--- src/rtl/bcd7seg_scan_pkg.sv ---
// Shared constants for the 3-digit seven-segment scan driver: digit count,
// active-high gfedcba glyphs, and the digit-index type used by the scanner.
package bcd7seg_scan_pkg;

    localparam int NUM_DIGITS = 3;

    localparam logic [6:0] SEG_DASH  = 7'h40;
    localparam logic [6:0] SEG_BLANK = 7'h00;

    // Element n is the glyph for decimal digit n.
    localparam logic [9:0][6:0] SEG_DIGITS = {
        7'h6F, 7'h7F, 7'h07, 7'h7D, 7'h6D,
        7'h66, 7'h4F, 7'h5B, 7'h06, 7'h3F
    };

    typedef enum logic [1:0] {
        DIG_ONES     = 2'd0,
        DIG_TENS     = 2'd1,
        DIG_HUNDREDS = 2'd2
    } digit_t;

    function automatic logic [3:0] select_nibble(input logic [11:0] value,
                                                 input digit_t      dig);
        logic [3:0] nib;
        case (dig)
            DIG_TENS:     nib = value[7:4];
            DIG_HUNDREDS: nib = value[11:8];
            default:      nib = value[3:0];
        endcase
        return nib;
    endfunction

endpackage

--- src/rtl/bcd7seg_scan_decode.sv ---
// Combinational BCD nibble to active-high gfedcba pattern; non-decimal
// nibbles render as a dash, and blank forces all segments off.
module bcd7seg_decode
    import bcd7seg_scan_pkg::*;
(
    input  logic [3:0] nibble,
    input  logic       blank,
    output logic [6:0] pattern
);

    always_comb begin
        pattern = SEG_DASH;
        if (blank) begin
            pattern = SEG_BLANK;
        end else if (nibble <= 4'd9) begin
            pattern = SEG_DIGITS[nibble];
        end
    end

endmodule

--- src/rtl/bcd7seg_scan.sv ---
// Time-multiplexed 3-digit seven-segment driver with a one-deep BCD buffer
// committed at frame boundaries. Optional macro: LEADING_ZERO_BLANK_EN.
module bcd7seg_scan
    import bcd7seg_scan_pkg::*;
#(
    parameter int DIV            = 50000,
    parameter bit SEG_ACTIVE_LOW = 1'b1,
    parameter bit AN_ACTIVE_LOW  = 1'b1
) (
    input  logic        clk,
    input  logic        rst,
    input  logic [11:0] bcd_in,
    input  logic        bcd_valid,
    output logic        bcd_ready,
    output logic [6:0]  seg,
    output logic [2:0]  an,
    output logic        frame_done
);

    localparam int             CNT_W    = $clog2(DIV);
    localparam logic [CNT_W-1:0] CNT_LAST = CNT_W'(DIV - 1);

    function automatic logic [6:0] seg_drive(input logic [6:0] pat);
        return SEG_ACTIVE_LOW ? ~pat : pat;
    endfunction

    function automatic logic [2:0] an_drive(input logic [2:0] onehot);
        return AN_ACTIVE_LOW ? ~onehot : onehot;
    endfunction

    logic [CNT_W-1:0] cnt_p0, cnt_nxt;
    digit_t           idx_p0, idx_nxt;
    logic [11:0]      disp_p0;
    logic [11:0]      pend_p0;
    logic             pend_full_p0, pend_full_nxt;
    logic             wrap, boundary, xfer;
    logic [3:0]       nibble;
    logic             blank;
    logic [6:0]       pattern;
    logic [6:0]       seg_p1;
    logic [2:0]       an_p1;

    // ---- stage p0: dwell counter, digit index, buffer control ----
    always_comb begin
        wrap          = (cnt_p0 == CNT_LAST);
        boundary      = wrap && (idx_p0 == DIG_HUNDREDS);
        xfer          = bcd_valid && !pend_full_p0;
        cnt_nxt       = wrap ? '0 : cnt_p0 + CNT_W'(1);
        idx_nxt       = idx_p0;
        pend_full_nxt = pend_full_p0;
        if (wrap) begin
            case (idx_p0)
                DIG_ONES: idx_nxt = DIG_TENS;
                DIG_TENS: idx_nxt = DIG_HUNDREDS;
                default:  idx_nxt = DIG_ONES;
            endcase
        end
        // A full buffer never accepts, so drain and fill cannot coincide.
        if (boundary && pend_full_p0) begin
            pend_full_nxt = 1'b0;
        end else if (xfer) begin
            pend_full_nxt = 1'b1;
        end
    end

    always_ff @(posedge clk) begin
        if (rst) begin
            cnt_p0       <= '0;
            idx_p0       <= DIG_ONES;
            disp_p0      <= '0;
            pend_full_p0 <= 1'b0;
        end else begin
            cnt_p0       <= cnt_nxt;
            idx_p0       <= idx_nxt;
            pend_full_p0 <= pend_full_nxt;
            if (boundary && pend_full_p0) begin
                disp_p0 <= pend_p0;
            end
        end
    end

    always_ff @(posedge clk) begin
        if (xfer) begin
            pend_p0 <= bcd_in;
        end
    end

    assign bcd_ready  = !pend_full_p0;
    assign frame_done = boundary;

    always_comb begin
        nibble = select_nibble(disp_p0, idx_p0);
`ifdef LEADING_ZERO_BLANK_EN
        blank = ((idx_p0 == DIG_HUNDREDS) && (disp_p0[11:8] == 4'd0)) ||
                ((idx_p0 == DIG_TENS)     && (disp_p0[11:4] == 8'd0));
`else
        blank = 1'b0;
`endif
    end

    bcd7seg_decode u_decode (
        .nibble  (nibble),
        .blank   (blank),
        .pattern (pattern)
    );

    // ---- stage p1: segment and anode registers switch on the same edge ----
    always_ff @(posedge clk) begin
        if (rst) begin
            seg_p1 <= seg_drive(SEG_BLANK);
            an_p1  <= an_drive(3'b000);
        end else begin
            seg_p1 <= seg_drive(pattern);
            an_p1  <= an_drive(3'b001 << idx_p0);
        end
    end

    assign seg = seg_p1;
    assign an  = an_p1;

endmodule

--- config.mk ---
export PLATFORM = sky130hd
export DESIGN_NAME = bcd7seg_scan
export DESIGN_NICKNAME = d
export VERILOG_FILES = /design/src/rtl/bcd7seg_scan_pkg.sv /design/src/rtl/bcd7seg_scan_decode.sv /design/src/rtl/bcd7seg_scan.sv
export SDC_FILE = /design/constraint.sdc
export NUM_CORES = 1
export LEC_CHECK = 0
export CAP_MARGIN = 0
export CORE_UTILIZATION = 45
export CTS_CLUSTER_SIZE = 8
export DETAILED_ROUTE_END_ITERATION = 6
export MAX_ROUTING_LAYER = met4
export PLACE_DENSITY = 0.66
export SYNTH_ARGS = -nofsm -noshare
export SYNTH_HDL_FRONTEND = slang
export SYNTH_HIERARCHICAL = 1
export SYNTH_SLANG_ARGS = --single-unit
export TNS_END_PERCENT = 20
--- constraint.sdc ---
create_clock -name clk -period 2.9 [get_ports clk]
set_clock_uncertainty 0.15 [all_clocks]
set_input_delay 0.58 -clock clk [delete_from_list [all_inputs] [get_ports clk]]
set_output_delay 0.58 -clock clk [all_outputs]
set_load 0.1 [all_outputs]
### Word-level counts from Yosys, hierarchy flattened

Memory sizes are Yosys's and may differ from the RTL's.
Index checks and enable logic that the tools add are counted.
Widths: inputs -> output; s select.

* add/subtract/negate cells: 1
* magnitude comparators: 2
* eq/ne operators: 3
* shifts and indexed selects: 1
* multiplexer cells: 4
* bitwise gates (word level): 2
* reduce and logical (&&, ||, !) cells: 7

Operator list (count)
* $add 16x1->16 const B: 1
* $eq 16x16->1 const B: 1
* $mux 7: 2
* $pmux 4 s2: 1
* $not 7->7: 1
* $lt 4x5->1 const B: 1
* $le 4x4->1 const B: 1
* $pmux 2 s2: 1
* $reduce_or 2->1: 2
* $logic_and 1x1->1: 3
* $not 3->3: 1
* $shl 1x2->3 const A: 1
* $eq 2x1->1 const B: 1
* $eq 2x2->1 const B: 1
* $logic_not 2->1: 1
* $logic_not 1->1: 1

* bits in registers: 53
* memory bits (read-only): 112
* output and inout bits: 12
* memories: 1

Memory list
* (name not given): depth 16, bits a word 7, read ports 1, clocked after Yosys merged registers in 0, wr ports 0, RTL line bcd7seg_scan_decode.sv:16 `pattern = SEG_DIGITS[nibble];`

### Longest topological paths before layout

* depth in word-level cells: 6
* gate-level depth with buffers: 11
* gate-level depth less buffers: 10

### Cells and area by module

The synthesis kept the hierarchy.

Modules (own cells, without submodules)
* bcd7seg_scan: times used 1, cells an instance 205, area an instance 2173.3 um^2, seq. area each 1181.1 um^2
* bcd7seg_decode: times used 1, cells an instance 30, area an instance 209.0 um^2, seq. area each 0.0 um^2

### Worst setup path before layout

OpenSTA, ideal clock, no wires.

* kind: register to output
* from: register cnt_p0[11]
* to: output port frame_done
* arrival: 3.768 ns
* slack: -1.598 ns
* cell stages (with the launch flop): 3
* path buffers: 0
* cells stage by stage: dfxtp_1 -> or4b_1 -> nor4_1

* longest elaborated chain between the ends: 2

RTL lines
* from (decl): RTL line bcd7seg_scan.sv:31 `logic [CNT_W-1:0] cnt_p0, cnt_nxt;`
* from (signal assigned): RTL line bcd7seg_scan.sv:73 `cnt_p0 <= cnt_nxt;`
* $eq 16x16->1: RTL line bcd7seg_scan.sv:45 `wrap = (cnt_p0 == CNT_LAST);`
* $logic_and 1x1->1: RTL line bcd7seg_scan.sv:46 `boundary = wrap && (idx_p0 == DIG_HUNDREDS);`
* to (decl): RTL line bcd7seg_scan.sv:17 `output logic frame_done`

No other way between the ends.

### Worst setup path in the final report

* from: register idx_p0[0]
* to: register seg_p1[4], in the netlist seg[4]

* longest elaborated chain between the ends: 6
* elaborated cells on any way between the ends: 8
* those cells by class: 1 x order compare; 2 x eq/ne; 3 x mux; 1 x bitwise; 1 x memory

RTL lines
* from (decl): RTL line bcd7seg_scan.sv:32 `digit_t idx_p0, idx_nxt;`
* from (signal assigned): RTL line bcd7seg_scan.sv:74 `idx_p0 <= idx_nxt;`
* $eq 2x2->1 or $eq 2x1->1 (tied branches): RTL line bcd7seg_scan_pkg.sv:25 `case (dig)`
* $pmux 4 s2 (*): RTL line bcd7seg_scan_pkg.sv:25
* net nibble[0]: RTL line bcd7seg_scan.sv:37 `logic [3:0] nibble;`
* $mem_v2 16x7
* $mux 7 (implied by the code): RTL line bcd7seg_scan_decode.sv:16
* $mux 7 (*): RTL line bcd7seg_scan_decode.sv:15 `end else if (nibble <= 4'd9) begin`
* net pattern[4]: RTL line bcd7seg_scan.sv:39 `logic [6:0] pattern;`
* $not 7->7 (*): RTL line bcd7seg_scan.sv:24 `return SEG_ACTIVE_LOW ? ~pat : pat;`
* to (signal assigned): RTL line bcd7seg_scan.sv:110 `seg_p1 <= seg_drive(SEG_BLANK);`
* to (signal assigned): RTL line bcd7seg_scan.sv:113 `seg_p1 <= seg_drive(pattern);`
* to (decl): RTL line bcd7seg_scan.sv:40 `logic [6:0] seg_p1;`

The timed path passes the listed nets; every way through them passes the cells marked *. The select of a mux whose other input is x is not followed.
A chain may end at the register's enable or synchronous reset.

==> tab_implementation.tex <==
\begin{tabular}{lr}
\hline
Metric & Value \\
\hline
\multicolumn{2}{l}{\textbf{Clock network}} \\
\quad Number of buffers on the longest clock path & 2 \\
\quad Clock tree from TritonCTS & built \\
\quad Cells resized by post-CTS repair & 0 \\
\quad Latest clock arrival within the worst-skew pair & 310 ps \\
\quad Total CTS buffers & 5 \\
\quad H-tree depth & 2 \\
\quad Clock Tree Root & sky130\_fd\_sc\_hd\_\_clkbuf\_8 \\
\quad Clock-pin slew reported for the worst setup and hold paths after clock tree synthesis & 100 ps \\
\quad Clk sinks & 53 \\
\quad Buffer count from post-CTS setup fixing & 0 \\
\quad Post-CTS Hold Buffers & 0 \\
\multicolumn{2}{l}{\textbf{GRT}} \\
\quad Initial antenna violation count & 0 \\
\quad Via count of the first global-routing pass & 1,431 \\
\quad GRT Residual Overflow & 0 \\
\quad First-pass GRT wire length & 6600 µm \\
\quad Tot GR Track Use & 0.164 \\
\quad Maximum number of pins on one net before global-route repair & 39 \\
\multicolumn{2}{l}{\textbf{Setup path}} \\
\quad Beginning of the worst register-to-register path & idx\_p0[0] \\
\quad Peak fanout along the critical path & 8 \\
\quad Reg2reg setup slack & 360 ps \\
\quad Count of cells along the worst register-to-register path & 10 \\
\quad Worst Path Arrival & between 2000 and 3000 ps \\
\quad Worst Setup Start Kind & flip-flop \\
\quad Classification of the worst setup path & reg -> reg \\
\quad Type of element capturing the critical path & flip-flop \\
\quad Worst R2R End & seg[4] \\
\quad Required time reported for the critical path endpoint & about 3000 ps \\
\multicolumn{2}{l}{\textbf{Floorplan}} \\
\quad Width of the chip & 74.8 µm \\
\quad Die Footprint & between 5000 and 6000 µm² \\
\quad Die outline height & 74.8 µm \\
\quad Number of top-level pins & 27 \\
\quad Floorplan core area & 5110 µm² \\
\quad Starting utilization of the core area & 0.466 \\
\quad Number of rows in the core area & 26 \\
\multicolumn{2}{l}{\textbf{Detailed routing}} \\
\quad Highest Signal Layer & met4 \\
\quad Routed length on met3 & $\sim$190 µm \\
\quad Mean routed wirelength per cell & 11.7 µm \\
\quad Number of vias per cell & 4.74 \\
\quad Post-DRT Antenna Nets & 0 \\
\quad Number of DRC violations after detailed-routing iteration 0 & between 90 and 100 \\
\quad Total wire length & 3900 µm \\
\quad DR vias & 1,579 \\
\quad Detailed Routing Iterations Pass 1 & 4 \\
\quad WL met1 & 1880 µm \\
\quad DR DRC count & 0 \\
\quad Routed length on met2 & 1750 µm \\
\multicolumn{2}{l}{\textbf{Timing}} \\
\quad Slew Limit Headroom & 0.549 \\
\quad Pins over their slew limit & 0 \\
\quad Count of final setup violators & 0 \\
\quad Period utilisation layout & 0.875 \\
\quad Hold Violations, Final & 0 \\
\quad Peak clock frequency supported by timing & 394 MHz \\
\quad Final hold slack & a little over 300 ps \\
\quad Setup WS post-layout & 362 ps \\
\quad Crit path time final & 2540 ps \\
\quad Setup TNS & 0 ps \\
\quad Setup repair after global routing missed its margin & false \\
\quad Worst Tran Pin Value & 676 ps \\
\multicolumn{2}{l}{\textbf{Logic synthesis}} \\
\quad Synthesized cell area & 2380 µm² \\
\quad Synthesized area divided by synthesized cell count & about 10 µm² \\
\quad Synthesized instance count & around 240 \\
\quad Count of distinct cell types in the synthesized netlist & 36 \\
\quad Share of synthesized area occupied by flip-flops and latches & 0.496 \\
\quad Number of flip-flops and latches in the synthesized netlist & 53 \\
\quad Synth warn & 6 \\
\multicolumn{2}{l}{\textbf{Placed design}} \\
\quad Routability cong. & between 0.7 and 0.8 \\
\quad Number of port buffers & 26 \\
\quad Cell area after placement & 2700 µm² \\
\quad Detailed Place HPWL & 2720 µm \\
\quad Worst setup timing slack at the placement stage & 373 ps \\
\multicolumn{2}{l}{\textbf{Finish}} \\
\quad Inserted Diodes & 0 \\
\quad Multi-input gate area in the final layout & 1130 µm² \\
\quad Growth of design area from synthesis to finish & 17.6\% \\
\quad Design area & 2800 µm² \\
\quad Count of filler cells inserted in the layout & 474 \\
\quad Nets@finish & 289 \\
\quad FF+latch area & between 1000 and 1500 µm² \\
\quad Fraction of layout instances using a drive strength above 1 & 0.103 \\
\multicolumn{2}{l}{\textbf{Min path}} \\
\quad Type of the worst min-delay path & reg -> reg \\
\quad Min-delay src & cnt\_p0[0] \\
\quad Cell depth of the worst hold path & 1 \\
\quad Worst-case hold path end point & cnt\_p0[0] \\
\multicolumn{2}{l}{\textbf{Power}} \\
\quad Maximum vdd ir drop & about 0.00028 V \\
\quad Power density over cell area & 478 nW/µm² \\
\quad Total power consumption of the routed design & 1.34 mW \\
\quad Lkg Pwr & 1.00 nW \\
\multicolumn{2}{l}{\textbf{Outcome}} \\
\quad Status & finished, final reports clean \\
\multicolumn{2}{l}{\textbf{Run}} \\
\quad Maxcap violations & 0 \\
\hline
\end{tabular}
[cell usage in the layout (no fill, tap or decap), types with 2 or more instances in the layout]
cell	count
sky130_fd_sc_hd__dfxtp_1	41
sky130_fd_sc_hd__nand2b_1	36
sky130_fd_sc_hd__nor2_1	30
sky130_fd_sc_hd__mux2i_1	14
sky130_fd_sc_hd__clkdlybuf4s50_1	14
sky130_fd_sc_hd__buf_4	14
sky130_fd_sc_hd__ha_1	12
sky130_fd_sc_hd__edfxtp_1	12
sky130_fd_sc_hd__inv_1	10
sky130_fd_sc_hd__xnor2_1	10
sky130_fd_sc_hd__a21oi_1	8
sky130_fd_sc_hd__nor3_1	7
sky130_fd_sc_hd__clkbuf_8	6
sky130_fd_sc_hd__nand3_1	5
sky130_fd_sc_hd__a22oi_1	4
sky130_fd_sc_hd__nor4_1	4
sky130_fd_sc_hd__nand4_1	4
sky130_fd_sc_hd__nand2_1	4
sky130_fd_sc_hd__xor2_1	3
sky130_fd_sc_hd__nor2b_1	2
sky130_fd_sc_hd__or4bb_1	2
sky130_fd_sc_hd__conb_1	2
sky130_fd_sc_hd__and2b_1	2
[power by group]
| group | internal [mW] | switching (mW) | total (mW) |
|---|---|---|---|
| logic | 0.0422 | 0.0744 | 0.117 |
| registers | 0.774 | 0.00779 | 0.782 |
| clock network | 0.197 | 0.243 | 0.440 |
| total | 1.01 | 0.325 | 1.34 |
[cell usage after synthesis]
cell type,number,area (µm²)
sky130_fd_sc_hd__a211oi_2,1,12.5
sky130_fd_sc_hd__a21o_1,1,7.51
sky130_fd_sc_hd__a21oi_1,8,40.0
sky130_fd_sc_hd__a22oi_1,4,30.0
sky130_fd_sc_hd__and2b_1,2,15.0
sky130_fd_sc_hd__and3_1,1,6.26
sky130_fd_sc_hd__buf_2,2,10.0
sky130_fd_sc_hd__buf_8,1,15.0
sky130_fd_sc_hd__clkbuf_1,7,26.3
sky130_fd_sc_hd__conb_1,1,3.75
sky130_fd_sc_hd__dfxtp_1,41,821
sky130_fd_sc_hd__edfxtp_1,12,360
sky130_fd_sc_hd__ha_1,12,150
sky130_fd_sc_hd__inv_1,10,37.5
sky130_fd_sc_hd__mux2i_1,14,140
sky130_fd_sc_hd__nand2_1,4,15.0
sky130_fd_sc_hd__nand2b_1,36,225
sky130_fd_sc_hd__nand3_1,5,25.0
sky130_fd_sc_hd__nand4_1,4,25.0
sky130_fd_sc_hd__nand4b_1,1,8.76
sky130_fd_sc_hd__nor2_1,30,113
sky130_fd_sc_hd__nor2b_1,2,12.5
sky130_fd_sc_hd__nor3_1,7,35.0
sky130_fd_sc_hd__nor3_4,1,16.3
sky130_fd_sc_hd__nor3b_1,1,7.51
sky130_fd_sc_hd__nor4_1,5,31.3
sky130_fd_sc_hd__o21bai_1,1,7.51
sky130_fd_sc_hd__o41ai_1,1,8.76
sky130_fd_sc_hd__or2b_1,1,7.51
sky130_fd_sc_hd__or3_1,1,6.26
sky130_fd_sc_hd__or3b_2,1,8.76
sky130_fd_sc_hd__or4_1,1,7.51
sky130_fd_sc_hd__or4b_1,1,10.0
sky130_fd_sc_hd__or4bb_1,2,22.5
sky130_fd_sc_hd__xnor2_1,10,87.6
sky130_fd_sc_hd__xor2_1,3,26.3
[registers in the layout, indices dropped and copies added (netlist names)]
name and cells:
pend_full_p0 1, seg 7, cnt_p0 16, idx_p0 2
disp_p0 12, an 3, pend_p0 12
[worst max-delay path by stage]
stage / slack, ps / endpoint / depth (start not counted) / start
finish: 360 / seg[4] / 10 / idx_p0[0]
detailed placement: 370 / cnt_p0[8] / 4 / cnt_p0[11]
global placement: 420 / cnt_p0[4] / 4 / cnt_p0[11]
floorplan: 170 / frame_done / 2 / cnt_p0[11]
global route: 90 / seg[1] / 10 / idx_p0[0]
CTS: 330 / frame_done / 5 / idx_p0[0]
[metal layers]
| metal | vias to the layer above | GRT usage |
|---|---|---|
| met3 | 6 | 0.0402 |
| met5 | - | - |
| met4 | 0 | 0.0755 |
| met2 | 43 | 0.248 |
| met1 | 689 | 0.206 |
| li1 | 841 | - |
[area by class of cell]
cell class,count,area share
Tap cell,70,0.0313
Multi-Input combinational cell,163,0.404
Inverter,10,0.0134
Sequential cell,53,0.422
Timing Repair Buffer,29,0.0947
Clock buffer,6,0.0295
Clock inverter,2,0.00581
[kinds of logic (layout without fill, tap and decap cells)]
logic type,Yosys count,after routing,synth area share
flops,53,53,0.496
compound gates,16,16,0.0446
fa+ha+maj,12,12,0.0630
mux,14,14,0.0588
other cells,1,2,0.00157
buf+inv,20,47,0.0373
simple gates,106,106,0.251
xor+xnor,13,13,0.0478
[critical path, stage by stage, from the launching register on]
cell	delay (ps)
sky130_fd_sc_hd__dfxtp_1	390
sky130_fd_sc_hd__inv_1	100
sky130_fd_sc_hd__ha_1	400
sky130_fd_sc_hd__nor2_1	60
sky130_fd_sc_hd__a21oi_1	390
sky130_fd_sc_hd__inv_1	170
sky130_fd_sc_hd__ha_1	240
sky130_fd_sc_hd__o21bai_1	140
sky130_fd_sc_hd__a21o_1	250
sky130_fd_sc_hd__a211oi_2	70
sky130_fd_sc_hd__nand2b_1	110
[through the flow]
| stage | std cells | util |
|---|---|---|
| after floorplan | 236 | - |
| after global placement | 325 | 0.529 |
| after detailed placement | 325 | 0.529 |
| after CTS | 333 | 0.549 |
| after global routing | 333 | 0.549 |
| final | 333 | 0.549 |
(Power assumes the default switching activity.)
